## config.mk

```make
export PLATFORM = sky130hd
export DESIGN_NAME = ej1_burst_arbiter_flat
export DESIGN_NICKNAME = d
export VERILOG_FILES = /design/src/rtl/ej1_burst_arbiter_if.sv /design/src/rtl/ej1_burst_arbiter.sv /design/src/flat_wrapper.sv
export SDC_FILE = /design/constraint.sdc
export NUM_CORES = 1
export LEC_CHECK = 0
export ABC_AREA = 1
export BUFFER_PORTS_ARGS = -buffer_cell sky130_fd_sc_hd__buf_2
export CAP_MARGIN = 40
export CORE_MARGIN = 1.5
export CORE_UTILIZATION = 30
export DETAILED_ROUTE_END_ITERATION = 8
export PLACE_DENSITY = 0.5
export SETUP_SLACK_MARGIN = 0.1
export SKIP_CTS_REPAIR_TIMING = 1
export SLEW_MARGIN = 0
export SYNTH_ARGS = -nofsm -noshare
export SYNTH_HDL_FRONTEND = slang
export SYNTH_SLANG_ARGS = --single-unit
```

## constraint.sdc

```tcl
create_clock -name clk -period 2 [get_ports clk]
set_input_delay 0.3 -clock clk [delete_from_list [all_inputs] [get_ports clk]]
set_output_delay 0.3 -clock clk [all_outputs]
set_load 0.05 [all_outputs]
```

## src/rtl/ej1_burst_arbiter_if.sv

```systemverilog
// rtl/ej1_burst_arbiter_if.sv - requester, datapath and result signals of the ej1 burst arbiter
// master = stimulus/datapath side, slave = arbiter side.
interface ej1_burst_arbiter_if #(
  parameter int LEN_W = 4
);
  logic             req_a;
  logic [LEN_W-1:0] len_a;
  logic [1:0]       sym_a;
  logic             gnt_a;
  logic             req_b;
  logic [LEN_W-1:0] len_b;
  logic [1:0]       sym_b;
  logic             gnt_b;
  logic             dp_I;
  logic             dp_S;
  logic             dp_B1;
  logic             dp_B2;
  logic             res_valid;
  logic             res_owner;
  logic [1:0]       res_b;
  logic             busy;

  modport master (
    output req_a, len_a, sym_a, req_b, len_b, sym_b, dp_B1, dp_B2,
    input  gnt_a, gnt_b, dp_I, dp_S, res_valid, res_owner, res_b, busy
  );

  modport slave (
    input  req_a, len_a, sym_a, req_b, len_b, sym_b, dp_B1, dp_B2,
    output gnt_a, gnt_b, dp_I, dp_S, res_valid, res_owner, res_b, busy
  );
endinterface

```

## src/rtl/ej1_burst_arbiter.sv

```systemverilog
// rtl/ej1_burst_arbiter.sv - round-robin burst arbiter sharing one ej1a datapath between A and B
// Bursts of LEN symbols, idle I=0 gap between bursts, owner-tagged results two cycles after grant.
module ej1_burst_arbiter #(
  parameter int LEN_W      = 4,
  parameter int GAP_CYCLES = 1
) (
  input  logic                clk,
  input  logic                reset,
  ej1_burst_arbiter_if.slave  bus
);
  localparam int CNT_W = LEN_W + 1;
  localparam int GAP_W = $clog2(GAP_CYCLES + 1);

  typedef enum logic [1:0] {S_IDLE, S_RUN, S_GAP} state_t;

  state_t           r_state;
  state_t           w_next_state;
  logic             r_owner;
  logic             r_last;
  logic [CNT_W-1:0] r_cnt;
  logic [GAP_W-1:0] r_gap;
  logic             r_dp_I;
  logic             r_dp_S;
  logic             r_v1;
  logic             r_o1;
  logic             r_v2;
  logic             r_o2;

  logic             w_any_req;
  logic             w_pick_b;
  logic [LEN_W-1:0] w_len;
  logic [CNT_W-1:0] w_len_ext;
  logic             w_last_sym;
  logic             w_gap_done;
  logic             w_gnt_a;
  logic             w_gnt_b;
  logic             w_gnt_any;
  logic             w_busy;
  logic [1:0]       w_sym;

  // On a tie, the requester not served last wins; r_last=1 means B was last.
  assign w_any_req  = bus.req_a | bus.req_b;
  assign w_pick_b   = bus.req_b & (~bus.req_a | ~r_last);
  assign w_len      = w_pick_b ? bus.len_b : bus.len_a;
  assign w_len_ext  = (w_len == '0) ? {1'b1, {LEN_W{1'b0}}} : {1'b0, w_len};
  assign w_last_sym = (r_cnt == CNT_W'(1));
  assign w_gap_done = (r_gap == GAP_W'(GAP_CYCLES - 1));
  assign w_sym      = r_owner ? bus.sym_b : bus.sym_a;

  always_ff @(posedge clk) begin
    if (reset) begin
      r_state <= S_IDLE;
    end else begin
      r_state <= w_next_state;
    end
  end

  always_comb begin
    w_next_state = r_state;
    case (r_state)
      S_IDLE:  if (w_any_req)  w_next_state = S_RUN;
      S_RUN:   if (w_last_sym) w_next_state = S_GAP;
      S_GAP:   if (w_gap_done) w_next_state = S_IDLE;
      default: w_next_state = S_IDLE;
    endcase
  end

  always_comb begin
    w_gnt_a   = 1'b0;
    w_gnt_b   = 1'b0;
    w_busy    = 1'b0;
    if (r_state == S_RUN) begin
      w_gnt_a = ~r_owner;
      w_gnt_b = r_owner;
    end
    if (r_state != S_IDLE) begin
      w_busy = 1'b1;
    end
  end

  assign w_gnt_any = w_gnt_a | w_gnt_b;

  // Any non-grant edge loads I=0,S=0, which drives ej1a back to B1=B2=1 before the next burst.
  always_ff @(posedge clk) begin
    if (reset) begin
      r_owner <= 1'b0;
      r_last  <= 1'b1;
      r_cnt   <= '0;
      r_gap   <= '0;
      r_dp_I  <= 1'b0;
      r_dp_S  <= 1'b0;
      r_v1    <= 1'b0;
      r_o1    <= 1'b0;
      r_v2    <= 1'b0;
      r_o2    <= 1'b0;
    end else begin
      case (r_state)
        S_IDLE: begin
          if (w_any_req) begin
            r_owner <= w_pick_b;
            r_cnt   <= w_len_ext;
          end
        end
        S_RUN: begin
          r_cnt <= r_cnt - CNT_W'(1);
          if (w_last_sym) begin
            r_last <= r_owner;
            r_gap  <= '0;
          end
        end
        S_GAP: begin
          r_gap <= r_gap + GAP_W'(1);
        end
        default: ;
      endcase
      r_dp_I <= w_gnt_any & w_sym[0];
      r_dp_S <= w_gnt_any & w_sym[1];
      r_v1   <= w_gnt_any;
      r_o1   <= r_owner;
      r_v2   <= r_v1;
      r_o2   <= r_o1;
    end
  end

  assign bus.gnt_a     = w_gnt_a;
  assign bus.gnt_b     = w_gnt_b;
  assign bus.busy      = w_busy;
  assign bus.dp_I      = r_dp_I;
  assign bus.dp_S      = r_dp_S;
  assign bus.res_valid = r_v2;
  assign bus.res_owner = r_o2;
  assign bus.res_b     = {bus.dp_B2, bus.dp_B1};
endmodule
```

## src/flat_wrapper.sv

```systemverilog
// flat-port wrapper written by rule: the top's interface ports become plain ports
module ej1_burst_arbiter_flat 
#(
  parameter int LEN_W      = 4,
  parameter int GAP_CYCLES = 1
)
  (clk, reset, bus_req_a, bus_len_a, bus_sym_a, bus_req_b, bus_len_b, bus_sym_b, bus_dp_B1, bus_dp_B2, bus_gnt_a, bus_gnt_b, bus_dp_I, bus_dp_S, bus_res_valid, bus_res_owner, bus_res_b, bus_busy);
  ej1_burst_arbiter_if #(.LEN_W(LEN_W)) bus_i ();
  input  logic clk;
  input  logic reset;
  input wire logic [$bits(bus_i.req_a)-1:0] bus_req_a;
  input wire logic [$bits(bus_i.len_a)-1:0] bus_len_a;
  input wire logic [$bits(bus_i.sym_a)-1:0] bus_sym_a;
  input wire logic [$bits(bus_i.req_b)-1:0] bus_req_b;
  input wire logic [$bits(bus_i.len_b)-1:0] bus_len_b;
  input wire logic [$bits(bus_i.sym_b)-1:0] bus_sym_b;
  input wire logic [$bits(bus_i.dp_B1)-1:0] bus_dp_B1;
  input wire logic [$bits(bus_i.dp_B2)-1:0] bus_dp_B2;
  output wire logic [$bits(bus_i.gnt_a)-1:0] bus_gnt_a;
  output wire logic [$bits(bus_i.gnt_b)-1:0] bus_gnt_b;
  output wire logic [$bits(bus_i.dp_I)-1:0] bus_dp_I;
  output wire logic [$bits(bus_i.dp_S)-1:0] bus_dp_S;
  output wire logic [$bits(bus_i.res_valid)-1:0] bus_res_valid;
  output wire logic [$bits(bus_i.res_owner)-1:0] bus_res_owner;
  output wire logic [$bits(bus_i.res_b)-1:0] bus_res_b;
  output wire logic [$bits(bus_i.busy)-1:0] bus_busy;
  assign bus_i.req_a = bus_req_a;
  assign bus_i.len_a = bus_len_a;
  assign bus_i.sym_a = bus_sym_a;
  assign bus_i.req_b = bus_req_b;
  assign bus_i.len_b = bus_len_b;
  assign bus_i.sym_b = bus_sym_b;
  assign bus_i.dp_B1 = bus_dp_B1;
  assign bus_i.dp_B2 = bus_dp_B2;
  assign bus_gnt_a = bus_i.gnt_a;
  assign bus_gnt_b = bus_i.gnt_b;
  assign bus_dp_I = bus_i.dp_I;
  assign bus_dp_S = bus_i.dp_S;
  assign bus_res_valid = bus_i.res_valid;
  assign bus_res_owner = bus_i.res_owner;
  assign bus_res_b = bus_i.res_b;
  assign bus_busy = bus_i.busy;
  ej1_burst_arbiter #(.LEN_W(LEN_W), .GAP_CYCLES(GAP_CYCLES)) u_core (.clk(clk), .reset(reset), .bus(bus_i));
endmodule
```

==> flow_summary.ini, run 1 <==
[synthesis]
yosysTopAreaCellShare_pct = 40.8
synth.yosys.warnings = 0
ys_top_cells_by_area = dfxtp_1, nand2_1, nor2_1
syn-num-nets = 132
yosysUniqueCellTypes = 20
synth_top_area_cell = dfxtp_1
syn-instance-count = 112
synth-seq-cells = 16
syn_avg_cell_area_um2 = 7.02
ys_seq_area_share_pct = 40.8
synthesis.area_um2 = 786

[worst_setup_path]
crit_fanout = 10
required_ns = 1.70
reg2reg_depth = 7
path_class = flip-flop to primary output
crit_arrival_ns = 1.36
end_kind = primary output
cp-start-kind = flip-flop

[global_route]
grt_pass1_vias = 684
grt_pass1_wl_um = 2970
grt_max_degree = 13
grt-ovfl-total = 0
gr-usage-all-layers_pct = 14.3
antenna_found_initial = 0

[cells_and_area]
largest_register = u_core.r_cnt
finalNetCount = 156
fin_util_pct = 38.4
reg_top3 = u_core.r_cnt x5, u_core.r_state x2
area_growth_pct = 21.0
largest_register_ffs = 5
diodes = 0
drive_gt1_share_pct = 25.9

[sta]
setup_ws_ns = 0.336
slew_viol_final = 0
tightest_slew_ns = 0.247
clock_skew_ns = 0.00544
period_minus_slack_ns = 1.66
fin_crit_sh_pct = 83.2
setup_violations = 0
setup_tns_ns = 0
hold_violations = 0
fmax_mhz = 601
rsz0062_at_grt = no
relSlewSlack_pct = 83.5

[floorplanning]
pin_count = 27
die_h_um = 54.2
initial_core_util_pct = 31.7
core-area_um2 = 2480
fp.dieW_um = 54.2
rows = 18
dieArea_um2 = 2930

[route]
first_iter_violations = 15
dr.pass1.iters = 4
ant_nets = 0
drcViolationCount = 0
wl_per_cell_um = 10.8
vias_per_cell = 4.52
num_vias = 745
totalWireLength_um = 1790

[clock_network]
cts_tree = done
cts_buffer_depth = 2
cts.clk_slew.worst_paths_ns = 0.09
cts_buffers = 3
cts_root_buf = clkbuf_4
clkLatencyLatePin_ns = 0.29
htreeDepth = 1
cts.sinks = 16

[power_and_ir_drop]
power_density_nw_per_um2 = 858
vdd_ir_drop_max_mv = 0.488
cellLeakagePower_nw = 0.480

[job]
maxCapViolCount = 0

[placement]
gp_congestion = 0.840
detailedPlace.worstSlack_ns = 0.650
portBuffers = 22
dp_hpwl_um = 1440

[status]
status = complete, no violations

[min_path]
hold-path-cell-count = 3
worstHoldPathType = input port to flip-flop
-- layout by cell type, fill, tap and decap left out, drive strengths merged --
cell     n
o21ai    4
buf     22
o31ai    1
o211ai   1
nand2   28
a21oi   10
dfxtp   16
clkbuf   4
a22oi    2
inv     13
xor2     1
nor2    22
ha       2
nand3    9
-- metal layers --
| layer | share of wire [%] | vias up | track usage [%] | routed length, um |
|---|---|---|---|---|
| li1 | - | 400 | - | - |
| met4 | 0 | 0 | 2.50 | 0 |
| met2 | 48 | 20 | 25.3 | 850 |
| met3 | 6.5 | 0 | 5.00 | 116 |
| met1 | 46 | 325 | 16.8 | 818 |
| met5 | 0 | - | 0 | 0 |
-- cells in the mapped netlist --
master / instances
nand2_1: 24
nor2_1: 20
dfxtp_1: 16
inv_1: 11
a21oi_1: 9
nand3_1: 9
o21ai_0: 4
a22oi_1: 2
buf_4: 2
ha_1: 2
nand2_2: 2
nand2_4: 2
nor2_2: 2
a21oi_2: 1
clkbuf_1: 1
inv_2: 1
inv_4: 1
o211ai_1: 1
o31ai_1: 1
xor2_1: 1
-- worst max-delay path, stage by stage, from the launching register on --
cell,delay [ns]
dfxtp_1,0.33
inv_1,0.08
nand2_2,0.15
nor2_1,0.21
buf_2,0.30
-- report_power, final --
group          total (mW)  switching, mW  leakage [nW]  internal [mW]
registers           0.367         0.0200         0.131          0.347
clock network       0.218          0.107        0.0210          0.111
logic               0.231          0.153         0.327         0.0777
-- worst paths after layout --
kind | from | end | slack, ns
max reg2reg | u_core.r_cnt[0] | u_core.r_cnt[2] | 0.77
min | bus_sym_b[1] | u_core.bus.dp_S | 0.24
min reg2reg | u_core.r_v1 | u_core.bus.res_valid | 0.41
max | u_core.r_state[1] | bus_gnt_b | 0.34
-- final cells by class --
class / count / area, um^2
flip-flops and latches: 16 / 320
inverters: 13 / 51.3
clock buffers: 4 / 36.3
fillers: 268 / 1530
repair buffers: 22 / 110
well taps: 30 / 37.5
multi-input cells: 80 / 395
-- cell families (layout without fill, tap and decap cells) --
| logic type | Yosys count | after routing | share of synthesized area (%) |
|---|---|---|---|
| simple gates | 59 | 59 | 32.8 |
| flops | 16 | 16 | 40.8 |
| fa+ha+maj | 2 | 2 | 3.18 |
| xor+xnor | 1 | 1 | 1.11 |
| compound gates | 18 | 18 | 13.2 |
| buf+inv | 16 | 39 | 8.92 |
-- through the flow --
step	power, mW	hold slack (ns)	area [um^2]	cells
after CTS	0.830	0.237	951	165
after floorplan	0.558	0.384	786	112
after detailed placement	0.609	0.399	915	161
final	0.816	0.245	951	165
after global placement	0.604	0.394	915	161
after global routing	0.875	0.238	951	165
(Power assumes the default switching activity.)
==> run 2, diff against run 1 <==
- ABC_AREA: 1 -> 0
- PLACE_DENSITY: 0.5 -> 0.52
- clock period: 2 -> 1.5 ns (I/O delays scaled with it)
==> run 2 against run 1 <==
Net effect: cell area up 8.8%; non-clock buffer count up 6; synthesized cell count down 22%; register-to-register slack worse by 0.57 ns; final cell count down 13%; sequential power up 34%; clock power up 32%; via count down 6.0%; critical path depth down 1; global-route usage down 1.2 points; total power up 31%; combinational power up 26%; critical endpoint unchanged; largest cell class unchanged.
==> flow_summary.ini, run 2 <==
[synthesis]
yosys-top-cells-count = dfxtp_1, nor2_1, a21oi_1
ys_async_sr_fraction_pct = 0
syn-num-nets = 107
syn-instance-count = 87
ys_seq_area_share_pct = 39.9
yosysTopAreaCellShare_pct = 39.9
synth.yosys.warnings = 0
synth_top_area_cell = dfxtp_1
synth_ff_type = dfxtp_1
synth-seq-cells = 16
synthesis.area_um2 = 802
ys_top_cells_by_area = dfxtp_1, mux2i_1, nor2_1
synth-edff-count = 0
yosysUniqueCellTypes = 35
yosysMostFrequentCell = dfxtp_1
syn_avg_cell_area_um2 = 9.22

[cells_and_area]
fillCellCount = 262
largest_register = u_core.r_cnt
instances_no_fill = 143
largest_register_ffs = 5
diodes = 0
design_area_um2 = 1030
layout_common_cells = buf_2, dfxtp_1, nor2_1, a21oi_1, buf_4
area_growth_pct = 29.0
drive_gt1_share_pct = 41.6
finalNetCount = 134
reg_top3 = u_core.r_cnt x5, u_core.r_state x2
layout_commonest_cell = buf_2
fin_util_pct = 41.4

[global_route]
grt_pass1_wl_um = 2730
antenna_found_initial = 0
grt_max_degree = 17
grt-ovfl-total = 0
grt_pass1_vias = 613
gr-usage-all-layers_pct = 13.1

[sta]
fmax_mhz = 710
clock_skew_ns = 0.00523
setup_violations = 0
hold_violations = 0
period_minus_slack_ns = 1.41
relSlewSlack_pct = 76.2
setup_ws_ns = 0.0915
slew_viol_final = 0
rsz0062_at_grt = yes
tightest_slew_ns = 0.356
hold_slack_ns = 0.214
setup_tns_ns = 0
fin_crit_sh_pct = 93.9

[worst_setup_path]
cp-start-kind = flip-flop
cpMaxStageDelayCell = dfxtp_4
crit_arrival_ns = 1.18
path_class = flip-flop to primary output
required_ns = 1.27
slowest_delay_ns = 0.37
crit_family = simple AND/OR/NAND/NOR gates
end_kind = primary output
crit_chain = and2b_4 > and2_4 > buf_6
cp_num_buf_inv = 1
crit_fanout = 7

[floorplanning]
fp.dieW_um = 54.7
core-area_um2 = 2500
die_h_um = 54.7
rows = 18
pin_count = 27
initial_core_util_pct = 32.1
dieArea_um2 = 2990

[route]
wl_per_cell_um = 11.6
num_vias = 700
totalWireLength_um = 1660
ant_nets = 0
first_iter_violations = 7
vias_per_cell = 4.90
dr.pass1.iters = 2
drcViolationCount = 0

[clock_network]
cts.sinks = 16
htreeDepth = 1
cts_tree = done
cts_buffer_depth = 2
cts_buffers = 3
clkLatencyLatePin_ns = 0.29
cts_root_buf = clkbuf_4
cts.clk_slew.worst_paths_ns = 0.10

[placement]
dp_hpwl_um = 1260
place_inst = 134
portBuffers = 22
detailedPlace.worstSlack_ns = 0.118
placed_area_um2 = 928
gp_congestion = 0.790

[power_and_ir_drop]
power.total_mw = 1.07
power_density_nw_per_um2 = 1030
vdd_ir_drop_max_mv = 0.744
cellLeakagePower_nw = 0.445

[job]
maxCapViolCount = 0

[min_path]
worstHoldPathType = input port to flip-flop

[status]
status = complete, no violations
==> run 2: cell count changes after synthesis, moves of 3 or more <==
cell	previous run	this run
mux2i_1	0	4
nor2_1	20	9
a21oi_1	9	6
nor3_1	0	4
mux2_2	0	3
nand3_1	9	5
o21ai_0	4	1
nor2b_1	0	4
inv_1	11	2
nand2_1	24	0
==> run 2: worst reg2reg max path, stage by stage, from the launching register on <==
cell and delay, ns:
dfxtp_1 0.34, a21boi_4 0.21, mux2_2 0.37, o211ai_1 0.18
a21oi_1 0.09
==> run 2: final timing paths <==
check / cells after the start / slack (ns) / startpoint / to
worst max register to register: 4 / 0.20 / u_core.r_last / u_core.r_cnt[0]
worst max-delay path: 3 / 0.09 / u_core.r_state[1] / bus_gnt_b
worst min-delay path: 3 / 0.21 / bus_sym_a[1] / u_core.bus.dp_S
worst min register to register: 1 / 0.45 / u_core.r_v1 / u_core.bus.res_valid
==> run 2: per-layer routing <==
metal | vias up | share of wire (%) | routed length (um) | global-route usage [%]
met2 | 10 | 49 | 811 | 21.4
met3 | 2 | 4.5 | 74 | 5.74
li1 | 361 | - | - | -
met4 | 0 | 0.84 | 14 | 3.75
met5 | - | 0 | 0 | 0
met1 | 327 | 46 | 760 | 15.5
==> run 2: area by class of cell <==
cell class                 instances  area (um^2)  area share [%]
inverter                           2         7.51           0.726
clock buffer                       4         36.3            3.51
timing repair buffer              28          174            16.8
tap                               30         37.5            3.63
sequential                        16          329            31.8
multi-input combinational         63          450            43.5
==> run 2: cell families after synthesis <==
logic type	synth area share, %
buffers and inverters	4.84
muxes	10.6
AOI/OAI and AO/OA	15.9
and+or+nand+nor	25.6
adders and majority gates	3.12
DFF	39.9
==> run 2: where the power goes <==
group | total [mW] | internal (mW) | switching (mW) | leakage, nW
Sequential | 0.493 | 0.459 | 0.0334 | 0.133
Combinational | 0.291 | 0.134 | 0.158 | 0.291
Clock | 0.287 | 0.148 | 0.139 | 0.0210
Total | 1.07 | 0.741 | 0.330 | 0.445
